==> src/rtl/mul_div_unit_pkg.sv <==
// Shared op codes and FSM state encoding for the iterative multiply/divide unit.
// The control unit imports the op codes from here as well.
package mul_div_unit_pkg;

   typedef enum logic [1:0] {
      OP_MULT  = 2'b00,
      OP_MULTU = 2'b01,
      OP_DIV   = 2'b10,
      OP_DIVU  = 2'b11
   } op_e;

   typedef enum logic [1:0] {
      IDLE = 2'b00,
      CALC = 2'b01,
      FIX  = 2'b10,
      DONE = 2'b11
   } state_e;

endpackage

==> src/rtl/mul_div_unit.sv <==
// Iterative WIDTH-bit multiply/divide: one bit per cycle on magnitudes, signs fixed up afterwards.
// Produces HI/LO for write-back; start/busy/done handshake with one op in flight.
module mul_div_unit
   import mul_div_unit_pkg::*;
#(
   parameter int WIDTH = 32
) (
   input  logic             clk_i,
   input  logic             rst_i,
   input  logic             start_i,
   input  logic [1:0]       op_i,
   input  logic [WIDTH-1:0] src1_i,
   input  logic [WIDTH-1:0] src2_i,
   output logic             busy_o,
   output logic             done_o,
   output logic [WIDTH-1:0] hi_o,
   output logic [WIDTH-1:0] lo_o
);

   localparam int CNT_W = $clog2(WIDTH);

   function automatic logic [WIDTH-1:0] neg_w(input logic [WIDTH-1:0] v);
      return ~v + WIDTH'(1);
   endfunction

   function automatic logic [2*WIDTH-1:0] neg_2w(input logic [2*WIDTH-1:0] v);
      return ~v + (2*WIDTH)'(1);
   endfunction

   state_e                  state, state_nxt;
   logic                    load, calc_en, fix_en;
   logic [CNT_W-1:0]        cnt;

   op_e                     op_in;
   logic                    is_signed_op, is_div_op, s1_neg, s2_neg;
   logic signed [WIDTH-1:0] src1_s, src2_s;
   logic [WIDTH-1:0]        mag1, mag2;

   logic                    is_div_q, neg_res_q, neg_rem_q, zero_div_q;
   logic [WIDTH-1:0]        opnd_q, src1_raw_q;
   logic [WIDTH-1:0]        acc_hi, acc_lo, acc_hi_nxt, acc_lo_nxt;

   logic [WIDTH:0]          mul_sum, div_shift;
   logic [WIDTH-1:0]        div_diff;
   logic                    div_ge;

   logic [2*WIDTH-1:0]      prod_fix;
   logic [WIDTH-1:0]        hi_fix, lo_fix;

   // Operand decode at the start handshake
   assign op_in        = op_e'(op_i);
   assign is_signed_op = (op_in == OP_MULT) || (op_in == OP_DIV);
   assign is_div_op    = (op_in == OP_DIV)  || (op_in == OP_DIVU);
   assign src1_s       = src1_i;
   assign src2_s       = src2_i;
   assign s1_neg       = is_signed_op && (src1_s < 0);
   assign s2_neg       = is_signed_op && (src2_s < 0);
   assign mag1         = s1_neg ? neg_w(src1_i) : src1_i;
   assign mag2         = s2_neg ? neg_w(src2_i) : src2_i;

   always_ff @(posedge clk_i or posedge rst_i) begin
      if (rst_i) begin
         state <= IDLE;
         cnt   <= '0;
      end else begin
         state <= state_nxt;
         if (load)
            cnt <= CNT_W'(WIDTH - 1);
         else if (calc_en && (cnt != '0))
            cnt <= cnt - CNT_W'(1);
      end
   end

   always_comb begin
      state_nxt = state;
      unique case (state)
         IDLE:    if (start_i) state_nxt = CALC;
         CALC:    if (cnt == '0) state_nxt = FIX;
         FIX:     state_nxt = DONE;
         DONE:    state_nxt = start_i ? CALC : IDLE;
         default: state_nxt = IDLE;
      endcase
   end

   always_comb begin
      load    = ((state == IDLE) || (state == DONE)) && start_i;
      calc_en = (state == CALC);
      fix_en  = (state == FIX);
      busy_o  = (state == CALC) || (state == FIX);
      done_o  = (state == DONE);
   end

   // MUL: multiplier sits in acc_lo and shifts out as the product shifts in.
   // DIV: dividend sits in acc_lo, quotient bits shift in; acc_hi is the partial remainder.
   always_comb begin
      mul_sum    = {1'b0, acc_hi} + (acc_lo[0] ? {1'b0, opnd_q} : '0);
      div_shift  = {acc_hi, acc_lo[WIDTH-1]};
      div_ge     = (div_shift >= {1'b0, opnd_q});
      div_diff   = div_shift[WIDTH-1:0] - opnd_q;
      acc_hi_nxt = mul_sum[WIDTH:1];
      acc_lo_nxt = {mul_sum[0], acc_lo[WIDTH-1:1]};
      if (is_div_q) begin
         acc_hi_nxt = div_ge ? div_diff : div_shift[WIDTH-1:0];
         acc_lo_nxt = {acc_lo[WIDTH-2:0], div_ge};
      end
   end

   always_ff @(posedge clk_i) begin
      if (load) begin
         is_div_q   <= is_div_op;
         neg_res_q  <= s1_neg ^ s2_neg;
         neg_rem_q  <= s1_neg;
         zero_div_q <= (src2_i == '0);
         src1_raw_q <= src1_i;
         acc_hi     <= '0;
         opnd_q     <= is_div_op ? mag2 : mag1;
         acc_lo     <= is_div_op ? mag1 : mag2;
      end else if (calc_en) begin
         acc_hi <= acc_hi_nxt;
         acc_lo <= acc_lo_nxt;
      end
   end

   // Sign fix-up; a zero divisor bypasses it and returns the raw dividend
   always_comb begin
      prod_fix = neg_res_q ? neg_2w({acc_hi, acc_lo}) : {acc_hi, acc_lo};
      hi_fix   = prod_fix[2*WIDTH-1:WIDTH];
      lo_fix   = prod_fix[WIDTH-1:0];
      if (is_div_q) begin
         if (zero_div_q) begin
            hi_fix = src1_raw_q;
            lo_fix = '1;
         end else begin
            hi_fix = neg_rem_q ? neg_w(acc_hi) : acc_hi;
            lo_fix = neg_res_q ? neg_w(acc_lo) : acc_lo;
         end
      end
   end

   always_ff @(posedge clk_i or posedge rst_i) begin
      if (rst_i) begin
         hi_o <= '0;
         lo_o <= '0;
      end else if (fix_en) begin
         hi_o <= hi_fix;
         lo_o <= lo_fix;
      end
   end

endmodule

==> config.mk <==
export PLATFORM = sky130hd
export DESIGN_NAME = mul_div_unit
export DESIGN_NICKNAME = d
export VERILOG_FILES = /design/src/rtl/mul_div_unit_pkg.sv /design/src/rtl/mul_div_unit.sv
export SDC_FILE = /design/constraint.sdc
export NUM_CORES = 1
export LEC_CHECK = 0
export CAP_MARGIN = 20
export CORE_UTILIZATION = 50
export CTS_CLUSTER_DIAMETER = 60
export DETAILED_ROUTE_END_ITERATION = 7
export PLACE_DENSITY = 0.7
export SETUP_SLACK_MARGIN = 0.2
export SYNTH_ARGS = -nofsm -noshare
export SYNTH_HDL_FRONTEND = slang
export SYNTH_SLANG_ARGS = --single-unit
==> constraint.sdc <==
create_clock -name clk_i -period 4.95 [get_ports clk_i]
set_input_delay 0.7425 -clock clk_i [delete_from_list [all_inputs] [get_ports clk_i]]
set_output_delay 0.7425 -clock clk_i [all_outputs]
set_load 0.01 [all_outputs]
==> flow_metrics.py <==
metrics = {
    "worst_setup_path": {
        "r2r_end": "acc_hi[26]",
        "critPathArrivalTime_ns": 4.16,
        "regToRegSetupSlack_ns": 1.24,
        "cp_cell_sequence": "inv_1 > buf_4 > nor2_1 > ha_1 > a21oi_1 > o21ai_0 > o2111a_1 > a211o_1 > o21ai_0 > o21bai_1 > xor2_1 > mux2i_1 > o31ai_1",
        "crit_type": "reg -> reg",
        "required_ns": 5.40,
        "rr_startpoint": "acc_lo[0]",
        "worstPathMaxFanout": 28,
        "r2r_cells": 13,
        "crit_path_max_incr_delay_ns": 0.51,
        "worst_setup_path_end_kind": "flop",
        "critPathLaunchType": "flop",
        "crit_top_cell": "o21ai_0",
        "slowest_stage": "o21ai_0",
    },
    "clock_tree": {
        "root_buffer": "clkbuf_16",
        "cts_tree": "yes",
        "cts_resized": 0,
        "post_cts_buffers": 0,
        "clk_pin_slew_worst_paths_ns": 0.06,
        "cts_buffer_depth": 3,
        "insertion_delay_ns": 0.56,
        "htreeDepth": 1,
        "cts_hold_buf": 0,
        "cts_sinks": 203,
        "cts_buffers": 26,
    },
    "synthesis": {
        "ys_ff_latch": 203,
        "synth_cell_types": 80,
        "yosysTopAreaCell": "edfxtp_1",
        "synthTopCellsByArea": "edfxtp_1 (19%), dfrtp_1 (11%), ha_1 (5.8%)",
        "ys.flop_type": "edfxtp_1",
        "yosys_warnings": 0,
        "ys_seq_area_share_pct": 33.4,
        "synthArstFlopShare_pct": 35.0,
        "avgSynthCellArea_um2": 8.55,
        "synth_nets": 2042,
        "synth_edf_count": 100,
        "synth.cell_area_um2": 16200,
        "synth_top_area_share_pct": 18.5,
        "netlist_instances": 1896,
    },
    "die": {
        "ios": 135,
        "floorplan.initialDensity_pct": 51.1,
        "core_um2": 31700,
        "die_h_um": 182,
        "placementRows": 65,
        "die_w_um": 182,
        "fp.dieArea_um2": 33100,
    },
    "timing": {
        "rsz0062_at_grt": "false",
        "fin_setup_tns_ns": 0,
        "tightest_slew_ns": 1.03,
        "relSlewSlack_pct": 31.3,
        "slew_viol_final": 0,
        "setup_viol": 0,
        "finalHoldViolCount": 0,
        "max_freq_ghz": 0.269,
        "period_share_pct": 75.0,
        "fin_hold_ws_ns": 0.512,
        "clock_skew_ns": 0.0269,
        "period_needed_ns": 3.71,
    },
    "outcome": {
        "outcome": "finished clean",
    },
    "drt": {
        "drcViolationCount": 0,
        "drt-initial-drc-count": 1601,
        "drtAntennaViolNets": 0,
        "drt-total-wl_mm": 54.2,
        "drt-pass1-iter-count": 6,
        "vias": 15109,
        "viasPerCell": 6.33,
        "wire_per_inst_um": 22.7,
    },
    "placement": {
        "dp_hpwl_mm": 41.1,
        "gp_congestion": 0.972,
        "io_buffers": 134,
        "dp_cells": 2337,
        "placement.cell_area_um2": 17800,
    },
    "finish": {
        "final_core_utilization_pct": 58.8,
        "fin_area_um2": 18700,
        "drive_gt1_share_pct": 5.90,
        "area_delta_synth_final_pct": 15.2,
        "finalNonFillerCells": 2386,
        "finalNetCount": 2109,
    },
    "min_path": {
        "hold_path.class": "reg -> reg",
        "worstHoldPathCells": 2,
        "hold_start": "hi_o[23]",
        "holdPathEnd": "hi_o[23]",
    },
    "grt": {
        "overflow": 0,
        "grt_first_pass_wirelength_mm": 83.3,
        "track_usage_pct": 32.4,
        "grt_pass1_vias": 14232,
        "antenna_found_initial": 0,
        "grt_max_degree": 68,
    },
    "power_and_ir_drop": {
        "p_per_area_nw_per_um2": 715,
        "vdd_ir_drop_max_uv": 424,
        "leakagePower_nw": 7.50,
    },
    "flow_run": {
        "timing.max_cap.violations": 0,
    },
}
## flip-flops by register name (all words and copies together), names as in the netlist
| name | flops |
|---|---|
| hi_o | 32 |
| is_div_q | 1 |
| neg_rem_q | 1 |
| src1_raw_q | 32 |
| opnd_q | 32 |
| acc_hi | 32 |
| state | 2 |
| neg_res_q | 1 |
| zero_div_q | 1 |
| lo_o | 32 |
| acc_lo | 32 |
| cnt | 5 |
## worst max-delay path: cells and delay by family (launching register included)
family	cells	cell delay [ns]
AOI/OAI and AO/OA	7	1.98
buffers and inverters	2	0.52
DFF	1	0.44
adders and majority gates	1	0.34
xor gates and xnor gates	1	0.16
muxes	1	0.09
and+or+nand+nor	1	0.08
## worst max path at each step
stage | start | end | slack, ns
finish | acc_lo[0] | acc_hi[26] | 1.24
global route | acc_lo[0] | acc_hi[26] | 0.94
CTS | acc_lo[0] | acc_hi[26] | 1.25
detailed placement | src2_i[10] | acc_lo[27] | 1.14
global placement | src2_i[10] | opnd_q[27] | 1.21
floorplan | state[0] | is_div_q | 1.22
## final cells by class
cell class | instances | area (um^2)
multi-input combinational | 1478 | 9970
clock buffer | 34 | 681
tap | 402 | 503
inverter | 92 | 348
timing repair buffer | 162 | 1560
sequential | 203 | 5420
antenna | 1 | 2.50
fill | 2822 | 13100
clock inverter | 14 | 181
## cell usage in the layout, fill, tap and decap left out, types with 88 or more instances in the layout
| cell | count |
|---|---|
| a21oi_1 | 182 |
| nor2_1 | 171 |
| o21ai_0 | 144 |
| nand2_1 | 135 |
| clkdlybuf4s50_1 | 133 |
| xnor2_1 | 106 |
| edfxtp_1 | 100 |
| xor2_1 | 93 |
| mux2i_1 | 93 |
| inv_1 | 88 |
## routing by layer
layer  up-vias  share of wire (%)  GRT usage [%]
met1      7273                 42           43.8
met2       672                 47           52.8
met4         0                3.5           11.7
met3       108                7.5           4.35
li1       7056                  -              -
met5         -                  0              0
## synthesized netlist by cell type, types with 6 or more instances
| cell | instances |
|---|---|
| a211oi_1 | 14 |
| a21o_1 | 25 |
| a21oi_1 | 182 |
| a31o_2 | 8 |
| a31oi_1 | 29 |
| and2_1 | 6 |
| buf_1 | 16 |
| clkbuf_1 | 99 |
| dfrtp_1 | 71 |
| dfxtp_1 | 32 |
| edfxtp_1 | 100 |
| ha_1 | 75 |
| inv_1 | 89 |
| mux2_2 | 13 |
| mux2i_1 | 93 |
| nand2_1 | 135 |
| nand2b_1 | 25 |
| nand3_1 | 25 |
| nand3b_1 | 7 |
| nand4_1 | 21 |
| nor2_1 | 171 |
| nor2b_1 | 9 |
| nor3_1 | 33 |
| nor3b_1 | 7 |
| nor4_1 | 16 |
| o2111ai_1 | 6 |
| o211ai_1 | 26 |
| o21a_1 | 12 |
| o21ai_0 | 144 |
| o21bai_1 | 8 |
| o221ai_1 | 21 |
| o22ai_1 | 8 |
| o31ai_1 | 32 |
| o41ai_1 | 17 |
| or3_1 | 20 |
| or4_1 | 12 |
| xnor2_1 | 106 |
| xor2_1 | 93 |
## cells by family (layout without fill, tap and decap cells)
kind of cell	count (synthesis)	after routing	synth area share (%)
flip-flops	203	203	33.4
buffers and inverters	215	302	5.11
adder cells (fa/ha/maj)	77	77	6.04
other	0	1	0
XOR/XNOR	199	199	10.8
AND/OR/NAND/NOR	520	520	15.8
AO/OA/AOI/OAI	576	576	22.2
multiplexers	106	106	6.65
## power by group
| part | switching (mW) | internal (mW) |
|---|---|---|
| Clock | 0.799 | 1.14 |
| Sequential | 0.895 | 2.70 |
| Combinational | 4.65 | 3.16 |
## metrics by stage
stage	setup slack (ns)	power (mW)
after global routing	0.935	14.2
after CTS	1.25	13.3
after global placement	1.21	11.2
final	1.24	13.3
after floorplan	1.22	8.73
after detailed placement	1.14	11.3
No activity file was read; power rests on OpenSTA's default activity.
